$ cat src/rtl/gas_detector_pkg.sv
// gas_detector_pkg: default gas signatures, their lengths and dout bit positions
package gas_detector_pkg;
    localparam int CH4_LEN = 5;
    localparam int CO_LEN  = 4;
    localparam int H2_LEN  = 4;
    localparam logic [CH4_LEN-1:0] CH4_PAT_DEF = 5'b10101;
    localparam logic [CO_LEN-1:0]  CO_PAT_DEF  = 4'b1001;
    localparam logic [H2_LEN-1:0]  H2_PAT_DEF  = 4'b1111;
    localparam int IDX_CH4 = 0;
    localparam int IDX_CO  = 1;
    localparam int IDX_H2  = 2;
endpackage

$ cat src/rtl/serial_pattern_detector.sv
// serial_pattern_detector: overlapping MSB-first serial pattern matcher with registered hit
module serial_pattern_detector #(
    parameter int LEN = 4,
    parameter logic [LEN-1:0] PAT = '1
) (
    input  logic clk,
    input  logic arst,
    input  logic din,
    output logic hit
);
    localparam int SW = $clog2(LEN + 1);
    logic [SW-1:0] st;
    logic [SW-1:0] nxt;
    // State is the matched prefix length; the received tail is prefix[0..st-1] then b,
    // so the next state is the longest prefix that is a suffix of that tail.
    function automatic logic [SW-1:0] next_state(input logic [SW-1:0] s, input logic b);
        int cur;
        int best;
        int idx;
        logic ok;
        logic c;
        cur = int'(s);
        best = 0;
        for (int k = 1; k <= LEN; k++) begin
            ok = (k <= cur + 1);
            for (int j = 0; j < LEN; j++) begin
                if (ok && j < k) begin
                    idx = cur + 1 - k + j;
                    c = (idx == cur) ? b : PAT[LEN-1-idx];
                    ok = (c == PAT[LEN-1-j]);
                end
            end
            if (ok) best = k;
        end
        return SW'(best);
    endfunction
    always_comb nxt = next_state(st, din);
    always_ff @(posedge clk) begin
        if (arst) begin
            st  <= '0;
            hit <= 1'b0;
        end else begin
            st  <= nxt;
            hit <= (nxt == SW'(LEN));
        end
    end
endmodule

$ cat src/rtl/gas_detector_sensor.sv
// gas_detector_sensor: three parallel serial signature detectors driving registered gas flags
module gas_detector_sensor
    import gas_detector_pkg::*;
#(
    parameter logic [CH4_LEN-1:0] METHANE_PAT = CH4_PAT_DEF,
    parameter logic [CO_LEN-1:0]  CO_PAT      = CO_PAT_DEF,
    parameter logic [H2_LEN-1:0]  H2_PAT      = H2_PAT_DEF
) (
    input  logic       clk,
    input  logic       arst,
    input  logic       din,
    output logic [2:0] dout
);
    serial_pattern_detector #(.LEN(CH4_LEN), .PAT(METHANE_PAT)) u_ch4 (
        .clk(clk), .arst(arst), .din(din), .hit(dout[IDX_CH4])
    );
    serial_pattern_detector #(.LEN(CO_LEN), .PAT(CO_PAT)) u_co (
        .clk(clk), .arst(arst), .din(din), .hit(dout[IDX_CO])
    );
    serial_pattern_detector #(.LEN(H2_LEN), .PAT(H2_PAT)) u_h2 (
        .clk(clk), .arst(arst), .din(din), .hit(dout[IDX_H2])
    );
endmodule

$ cat config.mk
export PLATFORM = sky130hd
export DESIGN_NAME = gas_detector_sensor
export DESIGN_NICKNAME = d
export VERILOG_FILES = /design/src/rtl/gas_detector_pkg.sv /design/src/rtl/serial_pattern_detector.sv /design/src/rtl/gas_detector_sensor.sv
export SDC_FILE = /design/constraint.sdc
export NUM_CORES = 1
export LEC_CHECK = 0
export CAP_MARGIN = 40
export CORE_ASPECT_RATIO = 1.25
export CORE_MARGIN = 2
export CORE_UTILIZATION = 40
export CTS_BUF_LIST = sky130_fd_sc_hd__clkbuf_8
export CTS_CLUSTER_SIZE = 16
export DETAILED_ROUTE_END_ITERATION = 7
export GPL_TIMING_DRIVEN = 0
export HOLD_SLACK_MARGIN = 0.08
export SYNTH_ARGS = -nofsm -noshare
export SYNTH_HDL_FRONTEND = slang
export SYNTH_SLANG_ARGS = --single-unit
$ cat constraint.sdc
create_clock -name clk -period 3.3 [get_ports clk]
set_input_delay 0.66 -clock clk [delete_from_list [all_inputs] [get_ports clk]]
set_output_delay 0.66 -clock clk [all_outputs]
set_load 0.02 [all_outputs]
==> flow_summary_export.csv <==
group,metric,value,unit
global_routing,antenna_found_initial,0,
layout,fillers,619,
global_routing,grt_pass1_vias,2398,
timing,relSlewSlack,0.536,
pwr,cellLeakagePower,1.29,nW
synthesis,async_flop_share,0,
clock_network,cts_max_path_buffers,2,
layout,drive_gt1_frac,0.163,
global_routing,grtUsageTotal,0.170,
die,die_w,77.9,um
worst_setup_path,crit_chain,"buf_6 -> inv_1 -> ha_4 -> inv_2 -> ha_2 -> nand2b_1 -> nand2_1 -> nand3_1 -> ha_1 -> nand4b_1 -> nor3_1 -> o2111ai_1 -> and4_4 -> or4b_4 -> o2bb2ai_2",
die,die_h,96.4,um
timing,fin_skew,3.92,ps
clock_network,clock_latency,230,ps
synthesis,syn_area,0.00273,mm2
timing,final-hold-violation-count,0,
synthesis,synth.area.top_cells,"ha_1 29%, dfxtp_1 8.1%, xnor2_1 5.1%, nand3_1 3.3%, inv_1 3.2%",
route,vias_per_cell,5.66,
run,cap_violations,0,
synthesis,yosys.area.top_type_share,0.289,
route,routedWlPerCell,13.8,um
placed_design,dp_hpwl,4740,um
worst_setup_path,worstSetupEndpointType,"flop",
layout,syn_to_final_growth,16.0,%
route,final_antenna_net_count,0,
synthesis,synth-seq-area-share,0.0807,
die,core,0.00657,mm2
synthesis,syn_avg_cell_area,7.82,um2
global_routing,grt-ovfl-total,0,
synthesis,ys_types,59,
timing,setup-violations-final,0,
die,placementRows,33,
die,start_util,0.416,
clock_network,ctsRootBufferMaster,"clkbuf_8",
global_routing,grt_max_degree,12,
global_routing,grt_pass1_wl,10700,um
route,vias,2503,
synthesis,synthCells,349,
layout,multi_input_area,0.00252,mm2
timing,period_minus_slack,3130,ps
route,routed_wl,6090,um
synthesis,yosys.area.top_type,"ha_1",
worst_setup_path,worst_ep_arrival_time,3300,ps
clock_network,hold_buffers,0,
route,drc_errors,0,
timing,worstMarginPinSlew,679,ps
worst_setup_path,cp_slowest_stage_delay,510,ps
clock_network,numCtsBuffers,3,
layout,antennaDiodeCount,0,
clock_network,cts_tree,"done",
timing,fin_crit_sh,0.949,
layout,register_area,230,um2
route,drt_iter0_drc,67,
synthesis,ys_warn_count,0,
die,num_io_pins,6,
die,die-area,0.00751,mm2
worst_setup_path,required,3470,ps
clock_network,clkTransAtPathRegs,50,ps
synthesis,synth_top_flop_cell,"dfxtp_1",
timing,slew_viol_final,0,
clock_network,clock-sinks,11,
timing,setup_tns,0,ps
worst_setup_path,crit_fanout,10,
worst_hold_path,hold_path.class,"primary input to flop",
placed_design,dpl.cell_count,440,
pwr,vdd_drop_max,0.481,mV
worst_setup_path,worst-setup-path-type,"flop to flop",
layout,instances_no_fill,442,
layout,nets,422,
worst_setup_path,start_kind,"flop",
worst_setup_path,cp_slowest_cell,"or4b_4",
placed_design,place.gp.congestion,0.829,
synthesis,syn_nets,415,
clock_network,htreeDepth,1,
outcome,status,"finished, final reports clean",
synthesis,synth_seq_cells,11,
route,dr.pass1.iters,5,
timing,fmax,319,MHz
pwr,cellPowerDensity,1060,mW/mm2
placed_design,port_buffers,4,
synthesis,synth-edff-count,0,
## layout by cell type (no fill, tap or decap), types with 5 or more instances in the layout
cell type,netlist,layout
nor2b_1,13,11
nand4_1,5,5
o21ai_0,11,11
xor2_1,8,6
inv_2,5,7
a31oi_1,6,6
nand2_1,22,22
dfxtp_1,11,5
ha_1,63,54
nand3_1,18,17
buf_4,4,7
dfxtp_2,0,5
inv_1,23,21
nor2_1,12,12
a21oi_1,14,13
xnor2_1,16,15
nand2b_1,10,10
nor3_1,14,14
ha_4,0,7
## critical path, delay by kind of cell, from the launching register on
kind	cells	cell delay [ps]
flip-flops	1	360
AND/OR/NAND/NOR	7	1340
adder cells (fa/ha/maj)	3	780
buffers and inverters	3	300
AO/OA/AOI/OAI	2	260
## through the flow
step	power (mW)	hold WS, ps	util	area, um2	worst slack (ps)
2_1_floorplan	2.45	719	-	2730	57.1
3_5_place_dp	2.98	801	0.439	2880	-573
6_report	3.36	677	0.482	3170	170
4_1_cts	3.21	675	0.465	3060	32.0
3_3_place_gp	2.90	808	0.439	2880	-538
5_1_grt	3.80	680	0.482	3170	-12.7
## logic make-up after synthesis
group | synth area share
mux | 0.0115
flops | 0.0807
simple gates | 0.274
buf+inv | 0.0683
compound gates | 0.177
fa+ha+maj | 0.289
xor+xnor | 0.0999
## registers in the layout, summed over array words and instances (netlist names)
register   count
u_co.st        3
u_ch4.st       3
u_ch4.hit      1
u_h2.hit       1
u_h2.st        3
## Yosys cell counts, drive strengths merged, types with 4 or more instances
library cell and count:
a2111oi 4, a211oi 6, a21oi 14, a31oi 6, buf 6, clkbuf 11
dfxtp 11, ha 63, inv 28, nand2 22, nand2b 10, nand3 18
nand4 5, nor2 12, nor2b 13, nor3 14, nor3b 4, nor4 4
o21a 4, o21ai 14, or3 4, xnor2 16, xor2 9
## what timing repair did
action                                  in CTS  in global routing
buffers inserted                             0                  1
pin swaps                                    1                  4
gates resized for setup                     34                 32
endpoints found under the setup margin       8                  8
cloned                                       0                  0
## per-layer routing
metal | track usage | share of wire
met1 | 0.210 | 0.47
met2 | 0.310 | 0.50
met3 | 0.0225 | 0.021
met4 | 0.0497 | 0.0071
met5 | 0 | 0
## report_power, final
part           total, mW  switching, mW  leakage [nW]  internal, mW
Combinational       3.00           1.63          1.17          1.37
Clock              0.127         0.0461        0.0269        0.0813
Sequential         0.226         0.0502        0.0923         0.175
Total               3.36           1.73          1.29          1.63
## layout make-up
| class | count | share of cell area |
|---|---|---|
| Buffer | 14 | 0.0348 |
| Sequential cell | 11 | 0.0727 |
| Clock inverter | 1 | 0.00119 |
| Clock buffer | 3 | 0.0130 |
| Multi-Input combinational cell | 293 | 0.795 |
| Inverter | 28 | 0.0340 |
| Tap cell | 87 | 0.0344 |
| Timing Repair Buffer | 5 | 0.0150 |
## worst paths after layout
kind                    from         end  slack [ps]  depth (start not counted)
setup / recovery  u_co.st[0]  u_co.st[0]         170                         15
hold / removal          arst  u_h2.st[2]         680                          2
setup reg to reg  u_co.st[0]  u_co.st[0]         170                         15
hold reg to reg   u_co.st[1]  u_co.st[0]         690                          2
Power figures use the tool's default switching activity.
